$ cat config.mk
export PLATFORM = sky130hd
export DESIGN_NAME = ml_operand_loader
export DESIGN_NICKNAME = d
export VERILOG_FILES = /design/src/rtl/ml_operand_loader.sv
export SDC_FILE = /design/constraint.sdc
export NUM_CORES = 1
export LEC_CHECK = 0
export CAP_MARGIN = 20
export CORE_MARGIN = 2
export CORE_UTILIZATION = 58
export DETAILED_ROUTE_END_ITERATION = 12
export PLACE_DENSITY = 0.75
export SLEW_MARGIN = 40
export SYNTH_ARGS = -nofsm -noshare
export SYNTH_HDL_FRONTEND = slang
export SYNTH_SLANG_ARGS = --single-unit
$ cat constraint.sdc
create_clock -name clk -period 2.9 [get_ports clk]
set_input_delay 0.29 -clock clk [delete_from_list [all_inputs] [get_ports clk]]
set_output_delay 0.29 -clock clk [all_outputs]
set_load 0.02 [all_outputs]
$ cat src/rtl/ml_operand_loader.sv
// ml_operand_loader
// Assembles a little-endian byte stream into a VEC_LEN-entry operand buffer.
// data_ready is raised once a full vector is stored. The compute engine reads
// operands by index, with one cycle of latency. A release pulse frees the
// buffer for the next vector.
// Optional feature: define CHECKSUM_EN to add a trailing XOR checksum byte per
// vector. When it is defined, the loader adds a CHECK state and a sticky chk_err
// output.
// The vector-consumed pulse is called release_pulse because release is a
// reserved word in SystemVerilog.
`timescale 1ns/1ps

module ml_operand_loader #(
    parameter int WORD_BYTES = 2,
    parameter int VEC_LEN    = 8,
    parameter int ADDR_W     = 3
) (
    input  logic                    clk,
    input  logic                    reset_n,
    input  logic                    rx_valid,
    input  logic [7:0]              rx_data,
    output logic                    rx_ready,
    input  logic                    flush,
    input  logic                    release_pulse,
    input  logic [ADDR_W-1:0]       rd_addr,
    output logic [8*WORD_BYTES-1:0] rd_data,
    output logic                    data_ready,
    output logic [ADDR_W:0]         word_cnt,
    output logic                    chk_err
);

    localparam int                WORD_W    = 8 * WORD_BYTES;
    localparam int                BI_W      = (WORD_BYTES > 1) ? $clog2(WORD_BYTES) : 1;
    localparam logic [BI_W-1:0]   LAST_BYTE = BI_W'(WORD_BYTES - 1);
    localparam logic [ADDR_W:0]   LAST_WORD = (ADDR_W + 1)'(VEC_LEN - 1);
    localparam logic [ADDR_W:0]   VEC_LEN_C = (ADDR_W + 1)'(VEC_LEN);

`ifdef CHECKSUM_EN
    typedef enum logic [1:0] {ST_EMPTY, ST_FILL, ST_CHECK, ST_FULL} state_e;
`else
    typedef enum logic [1:0] {ST_EMPTY, ST_FILL, ST_FULL} state_e;
`endif

    state_e              state_q, state_d;
    logic [BI_W-1:0]     byte_idx_q, byte_idx_d;
    logic [ADDR_W:0]     word_cnt_q, word_cnt_d;
    logic [WORD_W-1:0]   asm_q, asm_d;
    logic                data_ready_q, data_ready_d;
    logic [WORD_W-1:0]   rd_data_q, rd_data_d;
    logic                buf_we;
    logic [ADDR_W-1:0]   buf_waddr;
    logic [WORD_W-1:0]   buf_q [VEC_LEN];
`ifdef CHECKSUM_EN
    logic [7:0]          chk_acc_q, chk_acc_d;
    logic                chk_err_q, chk_err_d;
`endif

    // Upstream may only transfer while a vector is not being held.
    assign rx_ready = (state_q != ST_FULL);

    // Next-state, byte-lane assembly, buffer write enable and read mux.
    always_comb begin
        // NOTE: every variable gets a default first so no path leaves it unassigned (no latches).
        state_d    = state_q;
        byte_idx_d = byte_idx_q;
        word_cnt_d = word_cnt_q;
        asm_d      = asm_q;
        buf_we     = 1'b0;
        buf_waddr  = word_cnt_q[ADDR_W-1:0];
`ifdef CHECKSUM_EN
        chk_acc_d  = chk_acc_q;
        chk_err_d  = chk_err_q;
`endif

        if ({1'b0, rd_addr} < VEC_LEN_C) begin
            rd_data_d = buf_q[rd_addr];
        end else begin
            rd_data_d = '0;
        end

        if (flush) begin
            // Drops any partial or full vector; a same-cycle byte is lost.
            state_d    = ST_EMPTY;
            byte_idx_d = '0;
            word_cnt_d = '0;
            asm_d      = '0;
`ifdef CHECKSUM_EN
            chk_acc_d  = '0;
            chk_err_d  = 1'b0;
`endif
        end else begin
            unique case (state_q)
                ST_EMPTY, ST_FILL: begin
                    if (rx_valid) begin
                        state_d = ST_FILL;
                        for (int i = 0; i < WORD_BYTES; i++) begin
                            if (byte_idx_q == BI_W'(i)) begin
                                asm_d[8*i +: 8] = rx_data;
                            end
                        end
`ifdef CHECKSUM_EN
                        chk_acc_d = chk_acc_q ^ rx_data;
`endif
                        if (byte_idx_q == LAST_BYTE) begin
                            // Word complete: committed together with its last byte.
                            byte_idx_d = '0;
                            buf_we     = 1'b1;
                            word_cnt_d = word_cnt_q + 1'b1;
                            if (word_cnt_q == LAST_WORD) begin
`ifdef CHECKSUM_EN
                                state_d = ST_CHECK;
`else
                                state_d = ST_FULL;
`endif
                            end
                        end else begin
                            byte_idx_d = byte_idx_q + 1'b1;
                        end
                    end
                end
`ifdef CHECKSUM_EN
                ST_CHECK: begin
                    if (rx_valid) begin
                        if (rx_data == chk_acc_q) begin
                            state_d = ST_FULL;
                        end else begin
                            // Bad vector never reaches FULL; the error stays until flush/reset.
                            chk_err_d  = 1'b1;
                            state_d    = ST_EMPTY;
                            byte_idx_d = '0;
                            word_cnt_d = '0;
                            asm_d      = '0;
                            chk_acc_d  = '0;
                        end
                    end
                end
`endif
                ST_FULL: begin
                    if (release_pulse) begin
                        state_d    = ST_EMPTY;
                        byte_idx_d = '0;
                        word_cnt_d = '0;
                        asm_d      = '0;
`ifdef CHECKSUM_EN
                        chk_acc_d  = '0;
`endif
                    end
                end
                default: begin
                    state_d = ST_EMPTY;
                end
            endcase
        end

        data_ready_d = (state_d == ST_FULL);
    end

    // Control state, assembly register and registered outputs.
    always_ff @(posedge clk or negedge reset_n) begin
        if (!reset_n) begin
            state_q      <= ST_EMPTY;
            byte_idx_q   <= '0;
            word_cnt_q   <= '0;
            asm_q        <= '0;
            data_ready_q <= 1'b0;
            rd_data_q    <= '0;
`ifdef CHECKSUM_EN
            chk_acc_q    <= '0;
            chk_err_q    <= 1'b0;
`endif
        end else begin
            // NOTE: sequential state uses non-blocking assignments so every flop samples pre-edge values.
            state_q      <= state_d;
            byte_idx_q   <= byte_idx_d;
            word_cnt_q   <= word_cnt_d;
            asm_q        <= asm_d;
            data_ready_q <= data_ready_d;
            rd_data_q    <= rd_data_d;
`ifdef CHECKSUM_EN
            chk_acc_q    <= chk_acc_d;
            chk_err_q    <= chk_err_d;
`endif
        end
    end

    // Operand storage; written once per completed word.
    always_ff @(posedge clk) begin
        // NOTE: the buffer has no reset; its contents are only meaningful once written, and a plain RAM is cheaper.
        if (buf_we) begin
            buf_q[buf_waddr] <= asm_d;
        end
    end

    assign rd_data    = rd_data_q;
    assign data_ready = data_ready_q;
    assign word_cnt   = word_cnt_q;
`ifdef CHECKSUM_EN
    assign chk_err    = chk_err_q;
`else
    assign chk_err    = 1'b0;
`endif

endmodule

==> impl_metrics.csv <==
group,metric,value,unit
status,outcome,"finished, final reports clean",
clock_tree,clock_insertion_delay_worst_skew,520,ps
floorplanning,fp.dieW,109,µm
clock_tree,htree_levels,4,
floorplanning,design.core.area,0.0108,mm²
detailed_routing,drc_violations_left,0,
worst_setup_path,required_time_at_the_worst_slack_endpoint,2610,ps
synthesis,postSynthNetCount,314,
place,finalWeightedCongestion,0.787,
detailed_routing,finalWirelength,11400,µm
clock_tree,tritoncts.num_buffers,17,
clock_tree,cts.root.buffer_cell,"sky130_fd_sc_hd__clkbuf_8",
clock_tree,max-clock-path-buffers,2,
finish,num-fill-cells,636,
detailed_routing,wl_per_cell,22.6,µm
worst_setup_path,path_class,"flip-flop to primary output",
timing,layout_min_cycle_time,2280,ps
detailed_routing,antenna_viol_nets_final,0,
detailed_routing,route.detailed.vias_per_inst,5.96,
worst_setup_path,series_of_cell_instances_along_the_critical_path,"and2b_1 > inv_1 > clkdlybuf4s50_1",
timing,grt_setup_unrepaired,"no",
global_routing,initial_antenna_violation_count,0,
finish,antennaDiodeCount,0,
timing,finalMaxSlewViolations,0,
synthesis,synth-async-reset-ratio,23.8,%
synthesis,ys_warn_count,0,
worst_setup_path,worst-path-max-fanout,9,
synthesis,dominant_synthesized_flop_cell,"sky130_fd_sc_hd__edfxtp_1",
finish,drive_above_1_share,19.3,%
floorplanning,fp.dieArea,0.0119,mm²
run,max-cap-violations,0,
finish,multi_input_area,0.00146,mm²
clock_tree,number_of_buffers_added_for_setup_after_cts,0,
worst_setup_path,critPathSlowestCell,"sky130_fd_sc_hd__clkdlybuf4s50_1",
power,finalPower,5230,µW
floorplanning,num_rows,38,
finish,layout.nets,366,
floorplanning,chipHeight,109,µm
place,post-place-cells,469,
synthesis,synthesis.area_per_instance,21.6,µm²
synthesis,synth-seq-area-share,75.6,%
synthesis,synth_edf_count,128,
power,max_vdd_drop,0.527,mV
timing,tightest_slew,541,ps
synthesis,mappedNetlistArea,0.00640,mm²
worst_setup_path,crit_path_max_incr_delay,610,ps
clock_tree,cts_tree,"built",
finish,instances_no_fill,502,
global_routing,gr-usage-all-layers,21.7,%
global_routing,grt_max_degree,41,
clock_tree,ctsResizeCount,0,
timing,post-route-period-util,78.5,%
synthesis,postSynthRegisterBits,168,
synthesis,post_synthesis_cell_type_count,35,
worst_setup_path,setup.worst_path.start_class,"flip-flop",
timing,setup_viol,0,
worst_setup_path,worst-endpoint-arrival,1990,ps
place,hpwlAfterDp,7390,µm
worst_setup_path,end_kind,"primary output",
finish,fin_area,0.00755,mm²
synthesis,syn-instance-count,297,
hold_path,worstHoldPathType,"input port to async pin",
place,placement.io_buffers,37,
global_routing,vias_in_the_first_global_route,3128,
timing,worst_relative_slew_slack,64.0,%
power,powerDensity,693,mW/mm²
detailed_routing,via_count,2991,
global_routing,grt_pass1_wl,17800,µm
worst_setup_path,timing.critical_path.buf_inv,2,
power,p_leak,0.00271,µW
timing,final.setup_skew,8.19,ps
global_routing,grt_overflow_total,0,
finish,areaGrowthSynthToFinish,17.9,%
timing,final-hold-violation-count,0,
clock_tree,clkTransAtPathRegs,70,ps
detailed_routing,drt_iter0_drc,169,
clock_tree,cts_sinks,168,
finish,final_core_utilization,70.0,%
timing,totalNegativeSetupSlack,0,ps
floorplanning,initial_core_util,59.3,%
place,placed_cell_area,0.00693,mm²
clock_tree,cts.hold.buffers_added,1,
worst_setup_path,crit_family,"buffers and inverters",
floorplanning,num_io_pins,39,
detailed_routing,number_of_iterations_in_the_first_detailed_routing_pass,5,
finish,seqCellArea,0.00484,mm²
timing,maxClockFrequency,439,MHz
==> power by group <==
| part | leakage, µW | total, µW | switching, µW | internal [µW] |
|---|---|---|---|---|
| Clock | 0.000293 | 2260 | 850 | 1410 |
| Combinational | 0.000747 | 300 | 165 | 136 |
| Sequential | 0.00167 | 2670 | 24.8 | 2650 |
| Total | 0.00271 | 5230 | 1040 | 4190 |
==> worst reg2reg max path: stages, from the launching register on <==
cell	delay, ps
sky130_fd_sc_hd__dfrtp_1	470
sky130_fd_sc_hd__and4bb_2	510
sky130_fd_sc_hd__nand2_1	200
sky130_fd_sc_hd__nor2_1	180
sky130_fd_sc_hd__buf_4	280
==> cell usage in the layout (no fill, tap or decap), drive strengths merged, types with 4 or more instances in the layout <==
cell type,count
inv,4
nor2,11
nand2,4
buf,13
dfrtp,40
mux4,32
edfxtp,128
clkbuf,22
mux2,17
a22o,16
clkdlybuf4s50,34
==> layout make-up <==
| cell class | count | share of cell area [%] |
|---|---|---|
| sequential | 168 | 64.1 |
| multi-input combinational | 111 | 19.4 |
| clock buffer | 22 | 6.28 |
| timing repair buffer | 48 | 5.86 |
| tap | 140 | 2.32 |
| clock inverter | 10 | 1.86 |
| inverter | 3 | 0.149 |
==> cell families after synthesis <==
| group | after synthesis | synth area share, % |
|---|---|---|
| DFF | 168 | 75.6 |
| muxes | 49 | 15.9 |
| and+or+nand+nor | 33 | 2.75 |
| AOI/OAI and AO/OA | 26 | 3.67 |
| buffers and inverters | 18 | 1.66 |
| adders and majority gates | 1 | 0.195 |
| other | 1 | 0.0585 |
| xor gates and xnor gates | 1 | 0.137 |
==> metrics by stage <==
step / hold slack (ps) / setup slack [ps]
detailed placement: 313 / 502
CTS: 287 / 603
finish: 277 / 623
global route: 332 / 497
global placement: 485 / 604
floorplan: -5.59 / 217
==> layer usage <==
layer / track usage (%) / wire (µm) / vias up
li1: - / - / 1331
met1: 31.7 / 4980 / 1535
met2: 31.2 / 5360 / 113
met3: 6.28 / 851 / 12
met4: 8.97 / 164 / 0
met5: 0 / 0 / -
==> synth_stat cells, types with 4 or more instances <==
cell,n,area (µm²)
sky130_fd_sc_hd__edfxtp_1,128,3840
sky130_fd_sc_hd__dfrtp_1,40,1000
sky130_fd_sc_hd__mux4_1,28,736
sky130_fd_sc_hd__mux2_2,17,191
sky130_fd_sc_hd__a22o_1,16,140
sky130_fd_sc_hd__nor2_1,11,41.3
sky130_fd_sc_hd__buf_1,4,15.0
sky130_fd_sc_hd__buf_6,4,45.0
sky130_fd_sc_hd__mux4_2,4,90.1
sky130_fd_sc_hd__nand2_1,4,15.0
==> sequential cells by signal, indices dropped and copies added, names as in the netlist <==
| register | count |
|---|---|
| buf_q | 128 |
| asm_q | 16 |
| data_ready | 1 |
| state_q | 2 |
| rd_data | 16 |
| byte_idx_q | 1 |
| word_cnt | 4 |
==> path summary, 6_finish.rpt <==
path                            startpoint          end  slack [ps]  depth (start not counted)
worst max-delay path            state_q[1]     rx_ready         620                          3
worst min-delay path               reset_n  rd_data[10]         280                          2
worst max register to register  state_q[1]  buf_q[5][0]         950                          4
worst min register to register  state_q[0]   state_q[0]         600                          2
max in group asynchronous          reset_n   rd_data[3]        2240                          2
min in group clk                rd_addr[1]  rd_data[15]         320                          2
Note: power is estimated with default switching activity, not from simulation.
